`config.mk`:
```
export PLATFORM = sky130hd
export DESIGN_NAME = stream_max_tracker_flat
export DESIGN_NICKNAME = d
export VERILOG_FILES = /design/src/rtl/stream_max_tracker_pkg.sv /design/src/rtl/stream_max_tracker_if.sv /design/src/rtl/stream_max_tracker_mag_cmp.sv /design/src/rtl/stream_max_tracker.sv /design/src/flat_wrapper.sv
export SDC_FILE = /design/constraint.sdc
export NUM_CORES = 1
export LEC_CHECK = 0
export CAP_MARGIN = 20
export CORE_UTILIZATION = 38
export CTS_BUF_LIST = sky130_fd_sc_hd__clkbuf_2
export CTS_CLUSTER_DIAMETER = 30
export DETAILED_ROUTE_END_ITERATION = 8
export HOLD_SLACK_MARGIN = 0.12
export PLACE_DENSITY_LB_ADDON = 0.12
export SYNTH_ARGS = -nofsm -noshare
export SYNTH_HDL_FRONTEND = slang
export SYNTH_SLANG_ARGS = --single-unit
export TNS_END_PERCENT = 1
```
`constraint.sdc`:
```
create_clock -name clk -period 1.95 [get_ports clk]
set_input_delay 0.195 -clock clk [delete_from_list [all_inputs] [get_ports clk]]
set_output_delay 0.195 -clock clk [all_outputs]
set_load 0.005 [all_outputs]
```
`src/rtl/stream_max_tracker_pkg.sv`:
```
// Shared types and constants for the stream max/min tracker.
package stream_max_pkg;

  typedef enum logic [1:0] {
    IDLE  = 2'd0,
    ACCUM = 2'd1,
    DONE  = 2'd2
  } state_e;

  // Largest value a CNT_W-bit count/index can hold.
  function automatic int unsigned cnt_max(input int unsigned w);
    return (32'd1 << w) - 32'd1;
  endfunction

  localparam int unsigned CNT_W_DEF = 8;
  localparam int unsigned CNT_MAX   = cnt_max(CNT_W_DEF);

endpackage

```
`src/rtl/stream_max_tracker_if.sv`:
```
// Sample-in / result-out handshake bundle for stream_max_tracker.
interface stream_max_tracker_if #(
  parameter int WIDTH = 4,
  parameter int CNT_W = 8
) ();
  logic             in_valid;
  logic             in_ready;
  logic [WIDTH-1:0] in_data;
  logic             in_last;
  logic             out_valid;
  logic             out_ready;
  logic [WIDTH-1:0] max_val;
  logic [WIDTH-1:0] min_val;
  logic [CNT_W-1:0] max_idx;
  logic [CNT_W-1:0] min_idx;
  logic [CNT_W-1:0] count;
  logic             ovf;

  modport master (
    output in_valid, in_data, in_last, out_ready,
    input  in_ready, out_valid, max_val, min_val, max_idx, min_idx, count, ovf
  );

  modport slave (
    input  in_valid, in_data, in_last, out_ready,
    output in_ready, out_valid, max_val, min_val, max_idx, min_idx, count, ovf
  );
endinterface

```
`src/rtl/stream_max_tracker_mag_cmp.sv`:
```
// Combinational magnitude comparator, unsigned or two's-complement.
module mag_cmp #(
  parameter int WIDTH = 4
) (
  input  logic [WIDTH-1:0] a,
  input  logic [WIDTH-1:0] b,
  input  logic             is_signed,
  output logic             gt,
  output logic             lt
);
  logic [WIDTH-1:0] a_k;
  logic [WIDTH-1:0] b_k;

  // Flipping the sign bit maps two's-complement order onto unsigned order.
  always_comb begin
    a_k = a;
    b_k = b;
    if (is_signed) begin
      a_k[WIDTH-1] = ~a[WIDTH-1];
      b_k[WIDTH-1] = ~b[WIDTH-1];
    end
    gt = (a_k > b_k);
    lt = (a_k < b_k);
  end
endmodule

```
`src/rtl/stream_max_tracker.sv`:
```
// Per-frame running max/min/index/count tracker with registered result handshake.
module stream_max_tracker
  import stream_max_pkg::*;
#(
  parameter int WIDTH     = 4,
  parameter int CNT_W     = 8,
  parameter int SIGNED_EN = 1
) (
  input  logic                 clk,
  input  logic                 rst_n,
  input  logic                 clear,
  input  logic                 signed_mode,
  stream_max_tracker_if.slave  bus
);
  localparam logic [CNT_W-1:0] SAT = CNT_W'(cnt_max(CNT_W));

  state_e           state_q, state_d;
  logic [WIDTH-1:0] max_q, max_d, min_q, min_d;
  logic [CNT_W-1:0] max_idx_q, max_idx_d, min_idx_q, min_idx_d;
  logic [CNT_W-1:0] count_q, count_d;
  logic             ovf_q, ovf_d;
  logic             mode_q, mode_d;
  logic             accept, gt_max, lt_min;

  mag_cmp #(.WIDTH(WIDTH)) u_cmp_max (
    .a(bus.in_data), .b(max_q), .is_signed(mode_q), .gt(gt_max), .lt()
  );
  mag_cmp #(.WIDTH(WIDTH)) u_cmp_min (
    .a(bus.in_data), .b(min_q), .is_signed(mode_q), .gt(), .lt(lt_min)
  );

  assign bus.in_ready  = (state_q != DONE);
  assign bus.out_valid = (state_q == DONE);
  assign bus.max_val   = max_q;
  assign bus.min_val   = min_q;
  assign bus.max_idx   = max_idx_q;
  assign bus.min_idx   = min_idx_q;
  assign bus.count     = count_q;
  assign bus.ovf       = ovf_q;

  assign accept = bus.in_valid & (state_q != DONE) & ~clear;

  always_comb begin
    state_d   = state_q;
    max_d     = max_q;
    min_d     = min_q;
    max_idx_d = max_idx_q;
    min_idx_d = min_idx_q;
    count_d   = count_q;
    ovf_d     = ovf_q;
    mode_d    = mode_q;
    if (clear) begin
      state_d = IDLE;
    end else begin
      unique case (state_q)
        IDLE: if (accept) begin
          max_d     = bus.in_data;
          min_d     = bus.in_data;
          max_idx_d = '0;
          min_idx_d = '0;
          count_d   = CNT_W'(1);
          ovf_d     = 1'b0;
          mode_d    = signed_mode & (SIGNED_EN != 0);
          state_d   = bus.in_last ? DONE : ACCUM;
        end
        // Index of this sample is the pre-edge count, which is already saturated.
        ACCUM: if (accept) begin
          if (gt_max) begin
            max_d     = bus.in_data;
            max_idx_d = count_q;
          end
          if (lt_min) begin
            min_d     = bus.in_data;
            min_idx_d = count_q;
          end
          if (count_q == SAT) ovf_d = 1'b1;
          else                count_d = count_q + 1'b1;
          if (bus.in_last) state_d = DONE;
        end
        DONE: if (bus.out_ready) state_d = IDLE;
        default: state_d = IDLE;
      endcase
    end
  end

  always_ff @(posedge clk) begin
    if (!rst_n) begin
      state_q   <= IDLE;
      max_q     <= '0;
      min_q     <= '0;
      max_idx_q <= '0;
      min_idx_q <= '0;
      count_q   <= '0;
      ovf_q     <= 1'b0;
      mode_q    <= 1'b0;
    end else begin
      state_q   <= state_d;
      max_q     <= max_d;
      min_q     <= min_d;
      max_idx_q <= max_idx_d;
      min_idx_q <= min_idx_d;
      count_q   <= count_d;
      ovf_q     <= ovf_d;
      mode_q    <= mode_d;
    end
  end
endmodule
```
`src/flat_wrapper.sv`:
```
// flat-port wrapper written by rule: the top's interface ports become plain ports
module stream_max_tracker_flat import stream_max_pkg::*;
#(
  parameter int WIDTH     = 4,
  parameter int CNT_W     = 8,
  parameter int SIGNED_EN = 1
)
  (clk, rst_n, clear, signed_mode, bus_in_valid, bus_in_data, bus_in_last, bus_out_ready, bus_in_ready, bus_out_valid, bus_max_val, bus_min_val, bus_max_idx, bus_min_idx, bus_count, bus_ovf);
  stream_max_tracker_if #(.WIDTH(WIDTH), .CNT_W(CNT_W)) bus_i ();
  input  logic clk;
  input  logic rst_n;
  input  logic clear;
  input  logic signed_mode;
  input wire logic [$bits(bus_i.in_valid)-1:0] bus_in_valid;
  input wire logic [$bits(bus_i.in_data)-1:0] bus_in_data;
  input wire logic [$bits(bus_i.in_last)-1:0] bus_in_last;
  input wire logic [$bits(bus_i.out_ready)-1:0] bus_out_ready;
  output wire logic [$bits(bus_i.in_ready)-1:0] bus_in_ready;
  output wire logic [$bits(bus_i.out_valid)-1:0] bus_out_valid;
  output wire logic [$bits(bus_i.max_val)-1:0] bus_max_val;
  output wire logic [$bits(bus_i.min_val)-1:0] bus_min_val;
  output wire logic [$bits(bus_i.max_idx)-1:0] bus_max_idx;
  output wire logic [$bits(bus_i.min_idx)-1:0] bus_min_idx;
  output wire logic [$bits(bus_i.count)-1:0] bus_count;
  output wire logic [$bits(bus_i.ovf)-1:0] bus_ovf;
  assign bus_i.in_valid = bus_in_valid;
  assign bus_i.in_data = bus_in_data;
  assign bus_i.in_last = bus_in_last;
  assign bus_i.out_ready = bus_out_ready;
  assign bus_in_ready = bus_i.in_ready;
  assign bus_out_valid = bus_i.out_valid;
  assign bus_max_val = bus_i.max_val;
  assign bus_min_val = bus_i.min_val;
  assign bus_max_idx = bus_i.max_idx;
  assign bus_min_idx = bus_i.min_idx;
  assign bus_count = bus_i.count;
  assign bus_ovf = bus_i.ovf;
  stream_max_tracker #(.WIDTH(WIDTH), .CNT_W(CNT_W), .SIGNED_EN(SIGNED_EN)) u_core (.clk(clk), .rst_n(rst_n), .clear(clear), .signed_mode(signed_mode), .bus(bus_i));
endmodule
```
Word-level counts from Yosys, hierarchy flattened
Cells that the tools add are included.
Storage, ports and cells
  flip-flop bits (word level): 36
  word-level logic and storage cells: 70
Cells by class
  order comparisons: 2
  multiplexer cells: 31
  reduce and logical (&&, ||, !) cells: 9
  bitwise logic cells: 7
  add/sub/neg operators: 1
  equality and inequality tests: 12
Operator list (count)
  8-bit 2-to-1 mux: 8
  8-bit case mux with 2 select lines: 3
  4-bit 2-to-1 mux: 5
  5-bit AND reduction: 4
  4-bit case mux with 2 select lines: 2
  2-bit 2-to-1 mux: 5
  2-bit by 1-bit != test with 1-bit output, second input constant: 5
  8-bit by 1-bit adder with 8-bit output, second input constant: 1
  8-bit equality test, second input constant: 1
  2-bit != test, second input constant: 4
  1-bit 2-to-1 mux: 6
  2-bit case mux with 3 select lines: 1
  1-bit inverter: 5
  4-bit greater-than comparator: 1
  4-bit less-than comparator: 1
  4-bit AND reduction: 1
  3-bit AND reduction: 1
  1-bit AND: 2
  2-bit by 1-bit equality test with 1-bit output, second input constant: 1
  2-bit equality test, second input constant: 1
  2-bit logical NOT: 1
  1-bit case mux with 2 select lines: 1
  2-bit nonzero test: 1
  2-bit OR reduction: 1

Logic depth before layout (Yosys ltp)
Gate-level depths: netlist of the first run.
  word-level depth: 6
  gate-level depth with buffers: 7

By module
Synthesis of the first run repeated with hierarchy kept, for this count alone.
Unflattened totals
  cells, all modules: 209
  area, all modules: 1719.1 sq um
Modules (own cells, without submodules)
  stream_max_tracker: cells each 173, area an instance 1443.9 sq um, instances 1
  mag_cmp: cells each 18, area an instance 137.6 sq um, instances 2

Worst setup path before layout of the first run
OpenSTA, ideal clock, no wires.
  kind: register -> register
  from: reg u_core.mode_q
  to: reg u_core.max_idx_q[2], in the netlist u_core.bus.max_idx[2]
  arrival: 1620 ps
  cell stages (with the launch flop): 7
  slack: 210 ps
  period minus slack after synthesis: 1740 ps
  path buffers: 1
  path through: dfxtp_1 xor2_1 ha_1 a211oi_1 a211oi_4 buf_6 mux2i_1
Between the ends
  word-level cells in the longest chain between the ends: 4
RTL lines
  start, declared: RTL line stream_max_tracker.sv:22  | logic mode_q, mode_d;
  start signal, assigned: RTL line stream_max_tracker.sv:104  | mode_q <= mode_d;
  1-bit 2-to-1 mux: RTL line stream_max_tracker_mag_cmp.sv:18  | if (is_signed) begin
  4-bit greater-than comparator *: RTL line stream_max_tracker_mag_cmp.sv:22  | gt = (a_k > b_k);
  2-bit by 1-bit != test with 1-bit output (no line) *
  5-bit AND reduction (no line) *
  end signal, assigned: RTL line stream_max_tracker.sv:100  | max_idx_q <= max_idx_d;
  end, declared: RTL line stream_max_tracker.sv:19  | logic [CNT_W-1:0] max_idx_q, max_idx_d, min_idx_q, min_idx_d;
Every way passes the cells marked *; elsewhere a longest branch is shown, timed or not.
A chain may end at the register's enable or synchronous reset.

Final worst setup path of the first run
  from: reg u_core.state_q[0]
  to: out bus_in_ready
Between the ends
  word-level cells in the longest chain between the ends: 1
RTL lines
  start, declared: RTL line stream_max_tracker.sv:17  | state_e state_q, state_d;
  start signal, assigned: RTL line stream_max_tracker.sv:97  | state_q <= state_d;
  2-bit != test: RTL line stream_max_tracker.sv:32  | assign bus.in_ready = (state_q != DONE);
  end, declared: RTL line flat_wrapper.sv:18  | output wire logic [$bits(bus_i.in_ready)-1:0] bus_in_ready;
No other way between the ends.

==> results.ini, run 1 <==
[min_path]
worstHoldPathCells = 3
hp-start = signed_mode
hold_class = primary input to flop
min_to = u_core.mode_q

[worst_setup_path]
r2r-end = u_core.bus.min_idx[2]
cp_num_buf_inv = 1
worstPathMaxFanout = 9
crit_family = flip-flops
reg2reg_depth = 7
slowest_delay_ns = 0.54
crit_arrival_ns = 1.65
cp-end-kind = output port
cp.depth = 2
criticalPathCategory = flop to output port
crit_required_ns = 1.75
rr_startpoint = u_core.bus.min_val[2]
r2r_slack_ns = 0.21
crit_chain = nand2b_1 > clkdlybuf4s50_1
critical-path-slowest-cell = dfxtp_1
startpoint_type = flop

[clock_tree]
cts_buffer_depth = 2
insertion_delay_ns = 0.42
cts_sinks = 36
path_clk_slew_ns = 0.18
cts_inserted_buffers = 5
htreeDepth = 2
cts_root_buf = clkbuf_2
cts_tree = yes
hold_buffers = 0

[global_routing]
use_met2_pct = 26.65
grt_max_degree = 49
met1_usage_pct = 24.20
track_usage_pct = 17.56
antenna_found_initial = 0
grt_pass1_wl_um = 6775
busiest_layer = met2
grt_overflow = 0
grt_util_met3_pct = 3.488
grt_pass1_vias = 1441

[finish]
areaGrowthSynthToFinish_pct = 39.58
final_nets = 272
n_antenna_cell = 0
final_util_pct = 55.25
drive_gt1_share_pct = 11.02

[timing]
finalSetupTns_ns = 0
finalSetupViolCount = 0
clock.fmax_mhz = 541.7
tightest_slew_ns = 0.3152
hold_viol_final = 0
period_minus_slack_ns = 1.846
finalCritPeriodShare_pct = 94.66
drv_slew = 0
max_slew_margin_pct = 78.44
hold_ws_ns = 0.3833
skew_ns = 0.03794
rsz0062_at_grt = false

[place]
port_buffers = 45
dp_hpwl_um = 2845
gp_congestion = 0.7780

[logic_synthesis]
ys_ff_latch = 36
ys_seq_area_share_pct = 41.53
yosys_most_used_dff = dfxtp_1
synthArstFlopShare_pct = 0
yosysWarnings = 0
avgSynthCellArea_um2 = 8.854
syn_area_um2 = 1735
synth_edf_count = 0
synth_cell_types = 37
syn_inst = 196
syn_nets = 215

[floorplan]
coreArea_um2 = 4384
num_io_pins = 46
row_count = 24
die-height_um = 69.58
die_x_um = 69.58
dieArea_um2 = 4841
start_util_pct = 39.58

[drt]
vias = 1559
viasPerCell = 5.095
finalWirelength_um = 4031
ant_nets = 0
drc = 0
firstDrtPassIters = 4
initialDrtViolationCount = 71
wl_per_cell_um = 13.17

[power_and_ir_drop]
p_per_area_nw_per_um2 = 604.3
p_leak_nw = 0.8825
ir_drop_v = 0.0002595
power_mw = 1.464

[job]
drv_cap = 0

[run_status]
status = finished, final reports clean

## layer usage
layer / wire length, µm / vias to the layer above / share of wire, %
met2: 1737 / 35 / 43
met5: 0 / - / 0
li1: - / 799 / -
met3: 173 / 5 / 4.3
met1: 2070 / 720 / 51
met4: 49 / 0 / 1.2
## stage by stage
step	area, µm²	setup WS (ns)	instances
finish	2422	0.1041	306
global route	2422	0.002222	306
CTS	2421	0.07617	306
detailed placement	2356	-0.08948	298
global placement	2356	-0.06916	298
floorplan	1735	0.2101	196
## synthesized netlist by cell type, drive strengths merged (2+ instances only)
cell,count,share of area (%)
a211oi,2,1.6
a21boi,2,0.87
a21oi,10,2.9
buf,4,1.7
clkbuf,6,1.3
dfxtp,36,42
ha,8,5.8
inv,8,1.7
mux2i,24,14
nand2,39,8.4
nand2b,3,1.1
nand3,15,4.3
nor2,6,1.3
nor2b,3,1.1
nor3,2,0.58
nor4,2,0.72
o21ai,10,2.9
xnor2,2,1.0
## power by group
group	total, mW	leakage [nW]	internal (mW)	switching [mW]
combinational	0.212	0.548	0.113	0.0986
clock	0.488	0.0430	0.221	0.268
sequential	0.764	0.292	0.750	0.0132
total	1.46	0.883	1.08	0.380
## timing repair
action,in CTS,in global routing
hold endpoints to repair,0,0
resized for setup,0,1
setup endpoints to repair,0,3
buffers inserted,0,0
## flip-flops by register name, indices dropped and copies added (netlist names)
signal and cells:
u_core.bus.count 8, u_core.bus.max_idx 8, u_core.bus.max_val 4, u_core.bus.min_idx 8, u_core.bus.min_val 4, u_core.bus.ovf 1, u_core.mode_q 1, u_core.state_q 2
## cells by family after synthesis
family	Yosys count	share of synthesized area [%]
simple gates	76	20.84
flops	36	41.53
compound gates	31	11.82
mux	24	13.84
buf+inv	18	4.686
fa+ha+maj	8	5.768
xor+xnor	3	1.514
## layout make-up
class,count,area [µm²]
fill,429,1962
sequential,36,721.9
tap,52,65.06
multi-input combinational,142,939.7
timing repair buffer,60,600.6
inverter,8,30.03
clock buffer,6,30.03
clock inverter,2,35.03
## layout by cell type, fill, tap and decap left out, types with 6 or more instances in the layout
master	count
a21oi_1	10
buf_4	12
clkbuf_2	6
clkdlybuf4s50_1	45
dfxtp_1	35
ha_1	8
inv_1	8
mux2i_1	24
nand2_1	39
nand3_1	15
nor2_1	6
o21ai_0	9
## worst max path at each step
stage                       from               endpoint  slack (ns)
3_3_place_gp      bus_in_data[3]  u_core.bus.max_idx[4]       -0.07
5_1_grt        u_core.state_q[0]           bus_in_ready       0.002
3_5_place_dp      bus_in_data[3]  u_core.bus.max_idx[5]       -0.09
4_1_cts        u_core.state_q[0]           bus_in_ready        0.08
6_report       u_core.state_q[0]           bus_in_ready        0.10
2_1_floorplan      u_core.mode_q  u_core.bus.max_idx[2]        0.21
## worst register-to-register path, cell delays in order (launching register included)
cell     delay, ns
dfxtp_1       0.38
inv_1         0.05
ha_1          0.30
a21oi_1       0.15
o21ai_0       0.15
a31oi_2       0.29
buf_12        0.18
mux2i_1       0.18
No activity file was read; power rests on OpenSTA's default activity.
==> inputs of run 2 (changes only) <==
--- a/config.mk
+++ b/config.mk
@@ -10,4 +10,5 @@
 export CTS_BUF_LIST = sky130_fd_sc_hd__clkbuf_2
 export CTS_CLUSTER_DIAMETER = 30
+export CTS_CLUSTER_SIZE = 16
 export DETAILED_ROUTE_END_ITERATION = 8
 export HOLD_SLACK_MARGIN = 0.12
==> constraint.sdc (replaced) <==
create_clock -name clk -period 1.95 [get_ports clk]
set_input_delay 0.195 -clock clk [delete_from_list [all_inputs] [get_ports clk]]
set_output_delay 0.195 -clock clk [all_outputs]
set_load 0.1 [all_outputs]
==> run 2 against run 1 <==
  * First-iteration DRC count shrank 1.4%
  * Power is 4.5% higher
  * Highest routed layer unchanged
  * Critical path depth is 4 higher
  * Sequential power is essentially flat
  * Via count decreased by 2.4%
==> results.ini, run 2 (synthesized netlist as in run 1, its figures left out) <==
[run_status]
status = finished, final reports clean

[drt]
initialDrtViolationCount = 70
drc = 0
viasPerCell = 4.971
ant_nets = 0
firstDrtPassIters = 4
finalWirelength_um = 3987
vias = 1521
wl_per_cell_um = 13.03

[clock_tree]
hold_buffers = 0
path_clk_slew_ns = 0.18
cts_sinks = 36
cts_tree = yes
cts_inserted_buffers = 5
cts_root_buf = clkbuf_2
cts_buffer_depth = 2
htreeDepth = 2
insertion_delay_ns = 0.36

[timing]
hold_ws_ns = 0.4322
drv_slew = 0
period_minus_slack_ns = 1.773
finalSetupViolCount = 0
finalCritPeriodShare_pct = 90.93
rsz0062_at_grt = false
skew_ns = 0.01804
max_slew_margin_pct = 78.03
clock.fmax_mhz = 564.0
tightest_slew_ns = 0.3261
hold_viol_final = 0
setup_ws_ns = 0.1770

[global_routing]
grt_pass1_wl_um = 6430
grt_max_degree = 35
grt_pass1_vias = 1337
antenna_found_initial = 0
grt_overflow = 0
track_usage_pct = 16.56

[worst_setup_path]
cp-end-kind = flop
criticalPathCategory = flop to flop
crit_required_ns = 2.25
r2r_slack_ns = 0.18
startpoint_type = flop
worstPathMaxFanout = 12
crit_arrival_ns = 2.07

[finish]
n_antenna_cell = 0
areaGrowthSynthToFinish_pct = 37.27
drive_gt1_share_pct = 29.53
mostFrequentLayoutCell = buf_4
final_cell_mix = 45 x buf_4, 39 x nand2_1, 26 x dfxtp_1
layout.cells.non_filler = 306
final_util_pct = 54.34
final_nets = 272

[power_and_ir_drop]
comb_power_share_pct = 19.3
ir_drop_v = 0.0004888
seqPwrFrac_pct = 50.1
internal_power_mw = 1.084
p_clk_share_pct = 30.6
swShare_pct = 29.08
p_switching_mw = 0.4447
p_per_area_nw_per_um2 = 641.8
p_leak_nw = 0.9537

[floorplan]
row_count = 24
start_util_pct = 39.58
die-height_um = 69.58
dieArea_um2 = 4841
coreArea_um2 = 4384
num_io_pins = 46
die_x_um = 69.58

[min_path]
hold_class = primary input to flop

[place]
placedCellCount = 298
port_buffers = 45
gp_congestion = 0.8463
dpl_worst_slack_ns = -0.1193
dp_hpwl_um = 2927

[job]
drv_cap = 0

## run 2: cell count changes in the layout (fill, tap and decap cells not counted), sizes merged
cell and delta:
clkdlybuf4s50 -35, clkinvlp +1, buf +35, inv -1
## run 2: final cells by class
cell class	count	area, µm²
clock buffers	6	30.03
clock inverters	2	35.03
fillers	414	2002
inverters	8	33.78
multi-input cells	142	947.2
flip-flops and latches	36	733.2
well taps	52	65.06
repair buffers	60	538.0
## run 2: critical path, cell delays in order, from the launching register on
cell and delay (ns):
dfxtp_1 0.45, xor2_1 0.11, ha_1 0.35, o211ai_1 0.15, a211oi_4 0.30, buf_12 0.18
mux2i_1 0.18
## run 2: per-stage QoR
step	power (mW)	area, µm²	TNS [ns]
6_report	1.529	2382	0
5_1_grt	1.603	2382	0
4_1_cts	1.553	2377	0
3_5_place_dp	1.075	2312	-1.414
3_3_place_gp	1.075	2312	-1.331
2_1_floorplan	0.9743	1754	-3.435
## run 2: power by group through the flow
stage          Clock (mW)  Combinational [mW]  Sequential [mW]
2_1_floorplan           0               0.119            0.855
3_3_place_gp            0               0.292            0.783
3_5_place_dp            0               0.293            0.782
4_1_cts             0.491               0.294            0.767
5_1_grt             0.518               0.315            0.770
6_report            0.467               0.295            0.767
## run 2: worst paths after layout
kind	from	to	cells after the start
worst max-delay path	u_core.mode_q	u_core.bus.max_idx[5]	6
worst min-delay path	signed_mode	u_core.mode_q	3
worst max register to register	u_core.mode_q	u_core.bus.max_idx[5]	6
worst min register to register	u_core.bus.min_idx[1]	u_core.bus.min_idx[1]	2
## run 2: per-layer routing
metal / vias up / track usage (%) / part of all wire, %
met5: - / 0 / 0
met4: 0 / 4.762 / 0.50
met3: 2 / 3.343 / 3.8
met2: 32 / 25.78 / 45
met1: 689 / 23.18 / 51
li1: 798 / - / -
## run 2: repair_timing
action | CTS | global route
endpoints found under the setup margin | 0 | 12
gates resized for setup | 0 | 1
buffers inserted | 0 | 0
==> inputs of run 3 (changes only) <==
- ABC_AREA: default -> 0
==> results of run 3 <==
The final DEF is identical to that of run 2; final timing and power are the same.
==> RTL change (config.mk and constraints of run 2) <==
`WIDTH` is set to 4 in 4 places; all go to 3.
--- a/src/rtl/stream_max_tracker_if.sv
+++ b/src/rtl/stream_max_tracker_if.sv
@@ -1,5 +1,5 @@
 // Sample-in / result-out handshake bundle for stream_max_tracker.
 interface stream_max_tracker_if #(
-  parameter int WIDTH = 4,
+  parameter int WIDTH = 3,
   parameter int CNT_W = 8
 ) ();
--- a/src/rtl/stream_max_tracker_mag_cmp.sv
+++ b/src/rtl/stream_max_tracker_mag_cmp.sv
@@ -1,5 +1,5 @@
 // Combinational magnitude comparator, unsigned or two's-complement.
 module mag_cmp #(
-  parameter int WIDTH = 4
+  parameter int WIDTH = 3
 ) (
   input  logic [WIDTH-1:0] a,
--- a/src/rtl/stream_max_tracker.sv
+++ b/src/rtl/stream_max_tracker.sv
@@ -3,5 +3,5 @@
   import stream_max_pkg::*;
 #(
-  parameter int WIDTH     = 4,
+  parameter int WIDTH     = 3,
   parameter int CNT_W     = 8,
   parameter int SIGNED_EN = 1
--- a/src/flat_wrapper.sv
+++ b/src/flat_wrapper.sv
@@ -2,5 +2,5 @@
 module stream_max_tracker_flat import stream_max_pkg::*;
 #(
-  parameter int WIDTH     = 4,
+  parameter int WIDTH     = 3,
   parameter int CNT_W     = 8,
   parameter int SIGNED_EN = 1
Ports: changed (resized bus_in_data, bus_max_val and bus_min_val); port bits go from 46 to 43. No check against the original RTL was run, so the function may have changed too.
==> RTL change against run 2 <==
Setup slack lost 0.097 ns. Design area shrank 5.7%. Final cell count shrank 4.9%. Power shrank 9.5%. Combinational power grew 12%. Sequential power shrank 5.7%. Sequential share of layout area shrank 0.49 points. Clock skew shrank 0.0025 ns. Wire length grew 7.1%. Clock power shrank 29%. Sequential cell count shrank 2. Count of clock-buffer cells in the layout shrank 1. Synthesized area shrank 1.8%. Largest power group unchanged.
==> RTL change: results (changes against run 2) <==
Pwr
  – Worst vdd rail ir drop: 0.000307 V (was 0.000489 V)
  – Total leakage power: 0.926 nW (was 0.954 nW)

STA
  – Worst hold-check slack: 0.362 ns (was 0.432 ns)
  – Fin crit share: 95.9% (was 90.9%)
  – Post-route clock skew: 0.0155 ns (was 0.0180 ns)
  – Transition time of the tightest slew-check pin: 0.384 ns (was 0.326 ns)

Yosys
  – Synthesized-area fraction occupied by ao, oa, aoi and oai cells: 21.1% (was 11.8%)
  – Top post-synthesis cells by count: dfxtp_1 (34), nand2_1 (21), nand3_1 (19) (was nand2_1 (39), dfxtp_1 (36), mux2i_1 (24))
  – Syn_nets: 204 (was 215)
  – Area share of xor/xnor cells in the synthesized design: 1.54% (was 1.51%)
  – Adder-Cell Fraction of Synth Area: 4.41% (was 5.77%)
  – Main area contributors after synthesis: dfxtp_1 (40%), mux2i_1 (6.5%), nand3_1 (5.6%), nand2_1 (4.6%), ha_1 (4.4%) (was dfxtp_1 (42%), mux2i_1 (14%), nand2_1 (8.4%), ha_1 (5.8%), nand3_1 (4.3%))
  – Post-synthesis area per instance: 9.06 sq um (was 8.85 sq um)
  – Multiplexer area fraction after synthesis: 6.46% (was 13.8%)
  – Portion of the post-synthesis area used by sequential elements: 39.9% (was 41.5%)

Place
  – Post-Place Worst Slack: -0.169 ns (was -0.119 ns)
  – Total placed cells including tap cells: 282 (was 298)
  – Final Wtd Congestion: 0.890 (was 0.846)
  – Placed standard-cell area: 0.00220 sq mm (was 0.00231 sq mm)

Global routing
  – Busiest metal layer after global routing: met1 (was met2)
  – Total routing resource utilization after global routing: 20.7% (was 16.6%)
  – Met1 layer usage reported by global route: 29.8% (was 23.2%)
  – First-pass GRT wire length: 7160 um (was 6430 um)
  – Via count of the first global-routing pass: 1,474 (was 1,337)
  – Global-route met3 utilization: 5.26% (was 3.34%)
  – Met2 GRT Util: 29.7% (was 25.8%)

Route
  – Metal1 wirelength: 2130 um (was 2030 um)
  – Detail-routed net length per standard cell: 14.7 um (was 13.0 um)
  – Routed met2 length: 1850 um (was 1780 um)
  – Routed wl met3: 245 um (was 150 um)
  – Final wirelength: 4270 um (was 3990 um)

Critical path
  – Endpoint arrival time on the critical path: 2.19 ns (was 2.07 ns)
  – Critical Path Fanout Max: 11 (was 12)
  – Register-to-register setup slack: 0.08 ns (was 0.18 ns)

Clocking
  – Clock latency on the worst-skew pair: 0.39 ns (was 0.36 ns)

Run status
  – Run status: finished, final reports clean (unchanged)
[RTL change: cell types whose count changed after synthesis, moves of 5 or more]
cell     before  now
nand2_1      39   21
mux2i_1      24   11
a22o_1        0    8
o21ai_0       9    4
[RTL change: final timing paths]
check / to / cells past startpoint
max: u_core.bus.max_idx[1]$_SDFFE_PN0P_ / 6
min reg2reg: u_core.bus.max_idx[0]$_SDFFE_PN0P_ / 2
min: u_core.mode_q$_SDFFE_PN0P_ / 3
max reg2reg: u_core.bus.max_idx[1]$_SDFFE_PN0P_ / 6
[RTL change: layout make-up]
class                   count  area [sq um]  area share [%]
multi-input cells         137           960            42.7
flip-flops and latches     34           681            30.3
repair buffers             56           480            21.4
well taps                  50          62.6            2.78
clock buffers               5          25.0            1.11
inverters                   6          22.5            1.00
clock inverters             3          16.3           0.724
[RTL change: report_power, final]
group / switching (W) / internal (W)
clock network: 0.000251 / 0.0000817
registers: 0.0000138 / 0.000709
logic: 0.000211 / 0.000118
